**config.mk**
```make
export PLATFORM = sky130hd
export DESIGN_NAME = pf_ddr3_lane_dly_train_ctrl_flat
export DESIGN_NICKNAME = d
export VERILOG_FILES = /design/src/rtl/pf_ddr3_lane_dly_train_ctrl_if.sv /design/src/rtl/pf_ddr3_lane_dly_train_ctrl.sv /design/src/flat_wrapper.sv
export SDC_FILE = /design/constraint.sdc
export NUM_CORES = 1
export LEC_CHECK = 0
export CAP_MARGIN = 20
export CORE_MARGIN = 2
export CORE_UTILIZATION = 52
export CTS_BUF_LIST = sky130_fd_sc_hd__clkbuf_16
export DETAILED_ROUTE_END_ITERATION = 8
export PLACE_DENSITY = 0.77
export SLEW_MARGIN = 25
export SYNTH_ARGS = -nofsm -noshare
export SYNTH_HDL_FRONTEND = slang
export SYNTH_SLANG_ARGS = --single-unit
```
**constraint.sdc**
```tcl
create_clock -name i_fab_clk -period 4.65 [get_ports i_fab_clk]
set_clock_uncertainty 0.1 [all_clocks]
set_input_delay 0.93 -clock i_fab_clk [delete_from_list [all_inputs] [get_ports i_fab_clk]]
set_output_delay 0.93 -clock i_fab_clk [all_outputs]
set_load 0.02 [all_outputs]
```
**src/rtl/pf_ddr3_lane_dly_train_ctrl_if.sv**
```systemverilog
// Lane delay-training handshake bundle: training FSM request/status plus the
// IOD delay-line, eye-monitor and RX data pins. Signal prefixes are from the
// controller's point of view (i_ = into the controller, o_ = out of it).
interface pf_ddr3_lane_dly_train_ctrl_if;
  logic       i_start;
  logic [7:0] i_rx_data;
  logic       i_eye_early;
  logic       i_eye_late;
  logic       i_dl_oor;
  logic       o_dl_move;
  logic       o_dl_direction;
  logic       o_dl_load;
  logic       o_eye_clear_flags;
  logic       o_busy;
  logic       o_done;
  logic       o_fail;
  logic [7:0] o_win_start;
  logic [7:0] o_win_end;
  logic [7:0] o_tap_final;

  modport master (
    output i_start, i_rx_data, i_eye_early, i_eye_late, i_dl_oor,
    input  o_dl_move, o_dl_direction, o_dl_load, o_eye_clear_flags,
    input  o_busy, o_done, o_fail, o_win_start, o_win_end, o_tap_final
  );

  modport slave (
    input  i_start, i_rx_data, i_eye_early, i_eye_late, i_dl_oor,
    output o_dl_move, o_dl_direction, o_dl_load, o_eye_clear_flags,
    output o_busy, o_done, o_fail, o_win_start, o_win_end, o_tap_final
  );
endinterface

```
**src/rtl/pf_ddr3_lane_dly_train_ctrl.sv**
```systemverilog
// Read-training sequencer for one DDR3 DQ bit's IOD input delay line.
// Sweeps the tap upward from the loaded default, scores each tap against the
// training pattern and the eye-monitor flags, keeps the longest contiguous
// passing window and then walks the delay line back to the window centre.
//
// state  | meaning
// -------+------------------------------------------------
// IDLE   | waiting for start
// LOAD   | reload the default tap (tap 0)
// CLEAR  | clear the sticky early/late flags
// SETTLE | let the delay line and flags settle
// CHECK  | compare RX words with the pattern, watch flags
// EVAL   | update running/best window, pick next step
// STEP   | move the delay line up one tap
// CENTER | move down one tap until the window centre
// GAP    | spacer so decrement pulses are 2 cycles apart
// DONE_S | report success
// FAIL_S | reload default tap and report failure
module pf_ddr3_lane_dly_train_ctrl #(
  parameter int unsigned TAPS_MAX   = 128,
  parameter int unsigned SETTLE_CYC = 8,
  parameter int unsigned SAMPLE_CYC = 16,
  parameter int unsigned MIN_WIN    = 4,
  parameter logic [7:0]  PATTERN    = 8'b01010101
) (
  input  logic                          i_fab_clk,
  input  logic                          i_arst,
  pf_ddr3_lane_dly_train_ctrl_if.slave  bus
);

  localparam int unsigned CNT_MAX = (SETTLE_CYC > SAMPLE_CYC) ? SETTLE_CYC : SAMPLE_CYC;
  localparam int unsigned CNT_W   = (CNT_MAX < 2) ? 1 : $clog2(CNT_MAX);
  localparam logic [CNT_W-1:0] SETTLE_LD = CNT_W'(SETTLE_CYC - 1);
  localparam logic [CNT_W-1:0] SAMPLE_LD = CNT_W'(SAMPLE_CYC - 1);
  localparam logic [8:0] LAST_TAP = 9'(TAPS_MAX - 1);
  localparam logic [8:0] MIN_LEN  = 9'(MIN_WIN);

  typedef enum logic [3:0] {
    IDLE, LOAD, CLEAR, SETTLE, CHECK, EVAL, STEP, CENTER, GAP, DONE_S, FAIL_S
  } state_t;

  state_t           r_state;
  state_t           w_next;
  logic [CNT_W-1:0] r_cnt;
  logic [8:0]       r_tap;
  logic             r_pass_tap;
  logic [8:0]       r_run_start;
  logic [8:0]       r_run_len;
  logic [8:0]       r_best_start;
  logic [8:0]       r_best_len;
  logic             r_done;
  logic             r_fail;
  logic [7:0]       r_win_start;
  logic [7:0]       r_win_end;
  logic [7:0]       r_tap_final;

  logic       w_move;
  logic       w_dir;
  logic       w_load;
  logic       w_clear;
  logic       w_last;
  logic       w_sample_bad;
  logic [8:0] w_run_start_eff;
  logic [8:0] w_cand_start;
  logic [8:0] w_cand_len;
  logic       w_take;
  logic [8:0] w_best_start_nxt;
  logic [8:0] w_best_len_nxt;
  logic [8:0] w_centre;

  // Window bookkeeping evaluated for the tap just checked. A pass on the last
  // tap closes the running window as if a failing tap followed it.
  always_comb begin
    w_last          = (r_tap == LAST_TAP) || bus.i_dl_oor;
    w_sample_bad    = (bus.i_rx_data != PATTERN) || bus.i_eye_early || bus.i_eye_late;
    w_run_start_eff = (r_run_len == 9'd0) ? r_tap : r_run_start;
    w_cand_len      = r_pass_tap ? (r_run_len + 9'd1) : r_run_len;
    w_cand_start    = r_pass_tap ? w_run_start_eff : r_run_start;
    w_take          = (!r_pass_tap || w_last) && (w_cand_len > r_best_len);
    w_best_len_nxt   = w_take ? w_cand_len : r_best_len;
    w_best_start_nxt = w_take ? w_cand_start : r_best_start;
    w_centre        = r_best_start + ((r_best_len - 9'd1) >> 1);
  end

  // State register.
  always_ff @(posedge i_fab_clk or posedge i_arst) begin
    if (i_arst) r_state <= IDLE;
    else        r_state <= w_next;
  end

  // Next-state and delay-line/eye-monitor pulse decode.
  always_comb begin
    w_next  = r_state;
    w_move  = 1'b0;
    w_dir   = 1'b0;
    w_load  = 1'b0;
    w_clear = 1'b0;
    case (r_state)
      IDLE:   if (bus.i_start) w_next = LOAD;
      LOAD:   begin w_load = 1'b1; w_next = CLEAR; end
      CLEAR:  begin w_clear = 1'b1; w_next = SETTLE; end
      SETTLE: if (r_cnt == '0) w_next = CHECK;
      CHECK:  if (r_cnt == '0) w_next = EVAL;
      EVAL: begin
        if (!w_last)                      w_next = STEP;
        else if (w_best_len_nxt >= MIN_LEN) w_next = CENTER;
        else                              w_next = FAIL_S;
      end
      STEP:   begin w_move = 1'b1; w_dir = 1'b1; w_next = CLEAR; end
      CENTER: begin
        if (r_tap > w_centre) begin
          w_move = 1'b1;
          w_next = GAP;
        end else begin
          w_next = DONE_S;
        end
      end
      GAP:    w_next = CENTER;
      DONE_S: w_next = IDLE;
      FAIL_S: begin w_load = 1'b1; w_next = IDLE; end
      default: w_next = IDLE;
    endcase
  end

  // Timers, tap tracking, window registers and reported results.
  always_ff @(posedge i_fab_clk or posedge i_arst) begin
    if (i_arst) begin
      r_cnt        <= '0;
      r_tap        <= '0;
      r_pass_tap   <= 1'b0;
      r_run_start  <= '0;
      r_run_len    <= '0;
      r_best_start <= '0;
      r_best_len   <= '0;
      r_done       <= 1'b0;
      r_fail       <= 1'b0;
      r_win_start  <= '0;
      r_win_end    <= '0;
      r_tap_final  <= '0;
    end else begin
      case (r_state)
        IDLE: begin
          if (bus.i_start) begin
            r_done       <= 1'b0;
            r_fail       <= 1'b0;
            r_tap        <= '0;
            r_run_start  <= '0;
            r_run_len    <= '0;
            r_best_start <= '0;
            r_best_len   <= '0;
            r_win_start  <= '0;
            r_win_end    <= '0;
            r_tap_final  <= '0;
          end
        end
        CLEAR: r_cnt <= SETTLE_LD;
        SETTLE: begin
          if (r_cnt == '0) begin
            r_cnt      <= SAMPLE_LD;
            r_pass_tap <= 1'b1;
          end else begin
            r_cnt <= r_cnt - 1'b1;
          end
        end
        CHECK: begin
          if (r_cnt != '0) r_cnt <= r_cnt - 1'b1;
          if (w_sample_bad) r_pass_tap <= 1'b0;
        end
        EVAL: begin
          if (r_pass_tap) begin
            r_run_start <= w_run_start_eff;
            r_run_len   <= r_run_len + 9'd1;
          end else begin
            r_run_len <= '0;
          end
          r_best_start <= w_best_start_nxt;
          r_best_len   <= w_best_len_nxt;
          if (w_next == FAIL_S) begin
            r_fail      <= 1'b1;
            r_tap       <= '0;
            r_win_start <= '0;
            r_win_end   <= '0;
            r_tap_final <= '0;
          end
        end
        STEP: r_tap <= r_tap + 9'd1;
        CENTER: begin
          if (r_tap > w_centre) begin
            r_tap <= r_tap - 9'd1;
          end else begin
            r_done      <= 1'b1;
            r_win_start <= r_best_start[7:0];
            r_win_end   <= 8'(r_best_start + r_best_len - 9'd1);
            r_tap_final <= r_tap[7:0];
          end
        end
        default: ;
      endcase
    end
  end

  assign bus.o_dl_move         = w_move;
  assign bus.o_dl_direction    = w_dir;
  assign bus.o_dl_load         = w_load;
  assign bus.o_eye_clear_flags = w_clear;
  assign bus.o_busy            = (r_state != IDLE) && (r_state != DONE_S) && (r_state != FAIL_S);
  assign bus.o_done            = r_done;
  assign bus.o_fail            = r_fail;
  assign bus.o_win_start       = r_win_start;
  assign bus.o_win_end         = r_win_end;
  assign bus.o_tap_final       = r_tap_final;

endmodule

```
**src/flat_wrapper.sv**
```systemverilog
// flat-port wrapper written by rule: the top's interface ports become plain ports
module pf_ddr3_lane_dly_train_ctrl_flat 
#(
  parameter int unsigned TAPS_MAX   = 128,
  parameter int unsigned SETTLE_CYC = 8,
  parameter int unsigned SAMPLE_CYC = 16,
  parameter int unsigned MIN_WIN    = 4,
  parameter logic [7:0]  PATTERN    = 8'b01010101
)
  (i_fab_clk, i_arst, bus_i_start, bus_i_rx_data, bus_i_eye_early, bus_i_eye_late, bus_i_dl_oor, bus_o_dl_move, bus_o_dl_direction, bus_o_dl_load, bus_o_eye_clear_flags, bus_o_busy, bus_o_done, bus_o_fail, bus_o_win_start, bus_o_win_end, bus_o_tap_final);
  pf_ddr3_lane_dly_train_ctrl_if bus_i ();
  input  logic i_fab_clk;
  input  logic i_arst;
  input wire logic [$bits(bus_i.i_start)-1:0] bus_i_start;
  input wire logic [$bits(bus_i.i_rx_data)-1:0] bus_i_rx_data;
  input wire logic [$bits(bus_i.i_eye_early)-1:0] bus_i_eye_early;
  input wire logic [$bits(bus_i.i_eye_late)-1:0] bus_i_eye_late;
  input wire logic [$bits(bus_i.i_dl_oor)-1:0] bus_i_dl_oor;
  output wire logic [$bits(bus_i.o_dl_move)-1:0] bus_o_dl_move;
  output wire logic [$bits(bus_i.o_dl_direction)-1:0] bus_o_dl_direction;
  output wire logic [$bits(bus_i.o_dl_load)-1:0] bus_o_dl_load;
  output wire logic [$bits(bus_i.o_eye_clear_flags)-1:0] bus_o_eye_clear_flags;
  output wire logic [$bits(bus_i.o_busy)-1:0] bus_o_busy;
  output wire logic [$bits(bus_i.o_done)-1:0] bus_o_done;
  output wire logic [$bits(bus_i.o_fail)-1:0] bus_o_fail;
  output wire logic [$bits(bus_i.o_win_start)-1:0] bus_o_win_start;
  output wire logic [$bits(bus_i.o_win_end)-1:0] bus_o_win_end;
  output wire logic [$bits(bus_i.o_tap_final)-1:0] bus_o_tap_final;
  assign bus_i.i_start = bus_i_start;
  assign bus_i.i_rx_data = bus_i_rx_data;
  assign bus_i.i_eye_early = bus_i_eye_early;
  assign bus_i.i_eye_late = bus_i_eye_late;
  assign bus_i.i_dl_oor = bus_i_dl_oor;
  assign bus_o_dl_move = bus_i.o_dl_move;
  assign bus_o_dl_direction = bus_i.o_dl_direction;
  assign bus_o_dl_load = bus_i.o_dl_load;
  assign bus_o_eye_clear_flags = bus_i.o_eye_clear_flags;
  assign bus_o_busy = bus_i.o_busy;
  assign bus_o_done = bus_i.o_done;
  assign bus_o_fail = bus_i.o_fail;
  assign bus_o_win_start = bus_i.o_win_start;
  assign bus_o_win_end = bus_i.o_win_end;
  assign bus_o_tap_final = bus_i.o_tap_final;
  pf_ddr3_lane_dly_train_ctrl #(.TAPS_MAX(TAPS_MAX), .SETTLE_CYC(SETTLE_CYC), .SAMPLE_CYC(SAMPLE_CYC), .MIN_WIN(MIN_WIN), .PATTERN(PATTERN)) u_core (.i_fab_clk(i_fab_clk), .i_arst(i_arst), .bus(bus_i));
endmodule
```
# After elaboration in Yosys (flattened, before gate mapping)
# Index checks and enable logic that the tools add are counted.
[totals] reg_bits=80 inputBits=14 output_inout_bits=31 elab_cells=120
[op_classes] addsub=8 magnitude_cmp=3 eq_ne=22 muxes=45 n_reduce_logical=29
[op_table] operator="9-bit two-way mux" n=9
[op_table] operator="8-bit case mux with 3 select lines" n=3
[op_table] operator="9-bit case mux with 2 select lines" n=4
[op_table] operator="8-bit two-way mux" n=5
[op_table] operator="9-bit case mux with 4 select lines" n=1
[op_table] operator="4-bit case mux with 8 select lines" n=1
[op_table] operator="4-bit two-way mux" n=7
[op_table] operator="9-bit by 1-bit adder with 9-bit output, second input constant" n=2
[op_table] operator="9-bit greater-than comparator" n=2
[op_table] operator="9-bit by 1-bit subtractor with 9-bit output, second input constant" n=2
[op_table] operator="4-bit by 3-bit == test with 1-bit output, second input constant" n=4
[op_table] operator="4-bit == test, second input constant" n=3
[op_table] operator="2-bit by 1-bit != test with 1-bit output, second input constant" n=6
[op_table] operator="4-bit case mux with 3 select lines" n=1
[op_table] operator="3-bit AND reduction" n=4
[op_table] operator="4-bit nonzero test" n=3
[op_table] operator="1-bit two-way mux" n=10
[op_table] operator="9-bit by 8-bit adder with 9-bit output" n=1
[op_table] operator="9-bit by 7-bit == test with 1-bit output, second input constant" n=1
[op_table] operator="9-bit by 3-bit >= comparator with 1-bit output, second input constant" n=1
[op_table] operator="9-bit logical NOT" n=1
[op_table] operator="8-bit adder" n=1
[op_table] operator="4-bit by 2-bit == test with 1-bit output, second input constant" n=2
[op_table] operator="4-bit logical NOT" n=2
[op_table] operator="other kinds (15)" n=31

# Logic depth before layout (Yosys ltp)
[logic_depth] word_depth=12 mapped_depth=20 mapped_depth_nobuf=19

# Least setup slack after synthesis
# No wires, ideal clock.
[synth_path] path_kind="register to output" startpoint="register u_core.r_best_len[1]" endpoint="output port bus_o_dl_move" arrival_ns=3.322 required_time_ns=3.620 path_slack_ns=0.298 stages_incl_launch_ff=17 path_buffers=0 path_cell_list="dfrtp_1 -> inv_1 -> ha_1 -> xor2_1 -> ha_1 -> a21o_1 -> a21oi_1 -> nand2b_1 -> a21oi_1 -> o41ai_1 -> xor2_1 -> ha_1 -> nand2_1 -> o21ai_0 -> a21oi_1 -> and2_1 -> nor2_1"
[synth_between] elab_chain_cells=5
[synth_rtl] item="start, declared" line_no="pf_ddr3_lane_dly_train_ctrl.sv:50" rtl="logic [8:0] r_best_len;"
[synth_rtl] item="start signal, assigned" line_no="pf_ddr3_lane_dly_train_ctrl.sv:177" rtl="r_best_len <= w_best_len_nxt;"
[synth_rtl] item="9-bit by 1-bit subtractor with 9-bit output" line_no="pf_ddr3_lane_dly_train_ctrl.sv:82" rtl="w_centre = r_best_start + ((r_best_len - 9'd1) >> 1);"
[synth_rtl] item="9-bit by 8-bit adder with 9-bit output" line_no="pf_ddr3_lane_dly_train_ctrl.sv:82"
[synth_rtl] item="9-bit greater-than comparator" line_no="pf_ddr3_lane_dly_train_ctrl.sv:111" rtl="if (r_tap > w_centre) begin"
[synth_rtl] item="1-bit two-way mux" line_no="pf_ddr3_lane_dly_train_ctrl.sv:111"
[synth_rtl] item="1-bit case mux with 2 select lines" line_no="pf_ddr3_lane_dly_train_ctrl.sv:98" rtl="case (r_state)"
[synth_rtl] item="end, declared" line_no="flat_wrapper.sv:19" rtl="output wire logic [$bits(bus_i.o_dl_move)-1:0] bus_o_dl_move;"
# No other way between the ends.

# Final worst setup path
[layout_path] startpoint="register u_core.r_best_len[0]" endpoint="output port bus_o_dl_move"
# The elaborated chain is that of the path after synthesis.

==> results.md <==
- Sequential cell area fraction in the yosys report: 34.5%
- Final GP Congestion: approximately 0.88
- Net count, final: between 700 and 800
- Fin cells: roughly 860
- Reg2Reg Depth: 17
- Site Rows: 38
- Antenna viol nets, final: 0
- Die W: around 110 µm
- Crit path DAT: approximately 3.7 ns
- Final WS setup: -0.0916 ns
- Clk pwr share: slightly above 20%
- Max cap viols: 0
- Count of cell types in the netlist: 69
- Met1 Use GR: 35.5%
- Crit start category: flip-flop
- Design area: 6980 µm²
- Post-Syn Area per Cell: approximately 9.0 µm²
- Post-synth top flop: dfrtp_1
- CTS tree: done
- Area post-placement: roughly 6500 µm²
- Ys async rst share: 100%
- Post-Synth Adder-Cell Area: 12.0%
- Vias: approximately 5,400
- Pwr per Cell Area: 478 nW/µm²
- Crit Path Category: flip-flop to output pin
- ANT cells: 0
- Num ports: 45
- Hold path depth: 2
- Clock buffer count from CTS: 9
- Final Cycle Share: 102%
- Initial Utilization: between 50% and 60%
- Setup crit end kind: output pin
- CTS Hold Bufs: 0
- FMAX: approximately 0.21 GHz
- Share of cells above drive strength 1: around 14%
- Post-synthesis compound-gate area fraction: 25.0%
- Pre-CTS setup slack: -0.361 ns
- Placed cells: 830
- Max transition margin: roughly 45%
- Combinational share of power: roughly 50%
- Vias in the first global route: roughly 5,200
- Final hold vios: 0
- EDFF count, synth: 0
- WP depth: 18
- Minimum clock period: about 4.7 ns
- Final Setup Violations: 1
- Synth Cell Area: between 5000 and 6000 µm²
- Cell chain of the critical path: buf_4, nor3_4, xnor2_2, ha_1, nor2b_2, o21ai_2, a21oi_2, o21ai_2, buf_4, nand2b_4, xnor2_1, ha_1, nand4_1, a21oi_2, a21bo_2, and2_4, nor2_4, buf_6
- Clk root buf: clkbuf_16
- Initial antenna violation count: 0
- Area occupied by multi-input gates: approximately 3500 µm²
- Failing checks: setup timing
- Synthesis-to-layout area growth: 20.2%
- Post-Syn Nets: slightly above 700
- Delay-heaviest family, CP: simple AND/OR/NAND/NOR gates
- Worst-margin pin slew: around 0.8 ns
- Worst stage delay on the critical path: around 0.38 ns
- Mapped Cells: roughly 650
- Fill cells: ~900
- Most frequent cells in the layout: dfrtp_1, inv_1, ha_1
- Internal Power: roughly 1.9 mW
- Clock sinks: 80
- Static Leak: 3.11 nW
- CTS max path bufs: 2
- H-tree Lvls: 3
- Seq pwr share: a little under a third
- Routed vias/inst: 6.28
- WP buf/inv: 3
- VDD IR-drop max: 324 µV
- Grt total ovfl: 0
- RSZ-0062 raised after global routing: yes
- Simple-Gate Fraction of Synth Area: ~15%
- Seq. cell area: 2000 µm²
- Post-Synth XOR/XNOR Area: ~5.4%
- Hold Path Class: flip-flop to flip-flop
- First-pass GRT wire length: 25.4 mm
- Clock Latency Late Sink: 0.36 ns
- Final Util: roughly 64%
- Sw Pwr: between 1 and 1.5 mW
- Most used routing layer: met2
- Clk slew on worst S/H paths: about 0.060 ns
- CORE AREA: 10,900 µm²
- Worst EP required: about 3.6 ns
- Run status: complete, but fails checks
- Initial DRC count: slightly above 400
- Die Area: about 12,000 µm²
- Main combinational cell family by area after synthesis: compound AO/OA/AOI/OAI gates
- FF+latch count, synth: 80
- Largest net degree at the start of global routing: 58
- CP max FO: 3
- First-pass DRT Iterations: 5
- Routing usage on met2: a little under half
- Design Power: 3.33 mW
- GRT Resource Usage Total: 27.4%
- Slowest stage cell, crit path: dfrtp_1
- Switch share: a little over two fifths
- Die Y-Extent: between 100 and 150 µm
- DR WL/cell: approximately 19 µm
- DP HPWL: about 11 mm
- Max Slew Vio Count: 0
- Post-synthesis mux area share: less than 1%
- I/O Buffers: 44
- Final routed DRC violation total: 0
- Yosys warns: 0
- Routed WL: between 15 and 20 mm
- Grt met3 use: 5.45%
- Commonest non-fill, non-tap cell in the layout: dfrtp_1
worst reg2reg max path: cells and delay by family, from the launching register on:
family	cells	cell delay, ns
adder cells (fa/ha/maj)	2	0.55
AO/OA/AOI/OAI	5	1.49
buffers and inverters	3	0.42
AND/OR/NAND/NOR	5	0.95
XOR/XNOR	2	0.34
flip-flops	1	0.38
stage by stage:
| step | setup TNS, ns | hold WS [ns] |
|---|---|---|
| 2_1_floorplan | 0 | 0.366 |
| 3_3_place_gp | -0.160 | 0.369 |
| 3_5_place_dp | -0.361 | 0.367 |
| 4_1_cts | -0.0535 | 0.382 |
| 5_1_grt | -0.223 | 0.423 |
| 6_report | -0.0916 | 0.377 |
sequential cells by signal, indices dropped and copies added (netlist names):
name	count
u_core.bus.o_done	1
u_core.r_state	4
u_core.r_best_start	9
u_core.r_pass_tap	1
u_core.bus.o_win_start	8
u_core.r_run_len	9
u_core.r_cnt	4
u_core.r_best_len	9
u_core.r_run_start	9
u_core.r_tap	9
u_core.bus.o_win_end	8
u_core.bus.o_tap_final	8
u_core.bus.o_fail	1
power groups by stage:
stage | sequential [mW] | combinational, mW | clock [mW]
4_1_cts | 1.03 | 1.56 | 0.675
6_report | 1.03 | 1.62 | 0.676
5_1_grt | 1.06 | 1.78 | 0.705
2_1_floorplan | 1.04 | 1.08 | 0
3_5_place_dp | 1.04 | 1.52 | 0
3_3_place_gp | 1.03 | 1.46 | 0
final cells by class:
class | instances | area share (%)
multi-input combinational | 463 | 50.1
sequential | 80 | 28.7
timing repair buffer | 87 | 10.9
inverter | 71 | 3.85
clock buffer | 9 | 3.23
tap | 140 | 2.51
clock inverter | 6 | 0.645
layer usage:
layer | wire length (µm) | vias to the layer above
li1 | - | 2492
met1 | 6760 | 2649
met2 | 7800 | 205
met3 | 1060 | 32
met4 | 338 | 0
met5 | 0 | -
cell usage after synthesis (12+ instances only):
cell type	instances	area (µm²)
clkbuf_1	18	67.6
dfrtp_1	80	2000
nand2b_1	12	75.1
inv_1	71	267
nor2_1	32	120
o21a_1	14	105
o221ai_1	15	131
xnor2_1	27	236
a21oi_1	35	175
o21ai_0	49	245
nand3_1	34	170
ha_1	51	638
nand2_1	33	124
cells by family (layout without fill, tap and decap cells):
logic type / after synthesis / after routing
multiplexers: 3 / 3
XOR/XNOR: 36 / 36
flip-flops: 80 / 80
AND/OR/NAND/NOR: 167 / 167
adder cells (fa/ha/maj): 54 / 54
buffers and inverters: 105 / 173
AO/OA/AOI/OAI: 203 / 203
what timing repair did:
item,CTS,global route
resized for setup,25,17
buffers inserted,4,7
endpoints found under the setup margin,1,8
pin swaps,14,15
path summary, 6_finish.rpt:
| check | end | start | slack (ns) |
|---|---|---|---|
| max | bus_o_dl_move | u_core.r_best_len[0]$_DFFE_PP0P_ | -0.09 |
| min | u_core.bus.o_done$_DFFE_PP0P_ | u_core.bus.o_done$_DFFE_PP0P_ | 0.38 |
| max reg2reg | u_core.bus.o_tap_final[4]$_DFFE_PP0P_ | u_core.r_best_len[0]$_DFFE_PP0P_ | 0.30 |
| min reg2reg | u_core.bus.o_done$_DFFE_PP0P_ | u_core.bus.o_done$_DFFE_PP0P_ | 0.38 |
| max in group asynchronous | u_core.r_run_start[4]$_DFFE_PP0P_ | i_arst | 2.70 |
| min in group asynchronous | u_core.bus.o_win_end[0]$_DFFE_PP0P_ | i_arst | 0.96 |
(Power assumes the default switching activity.)
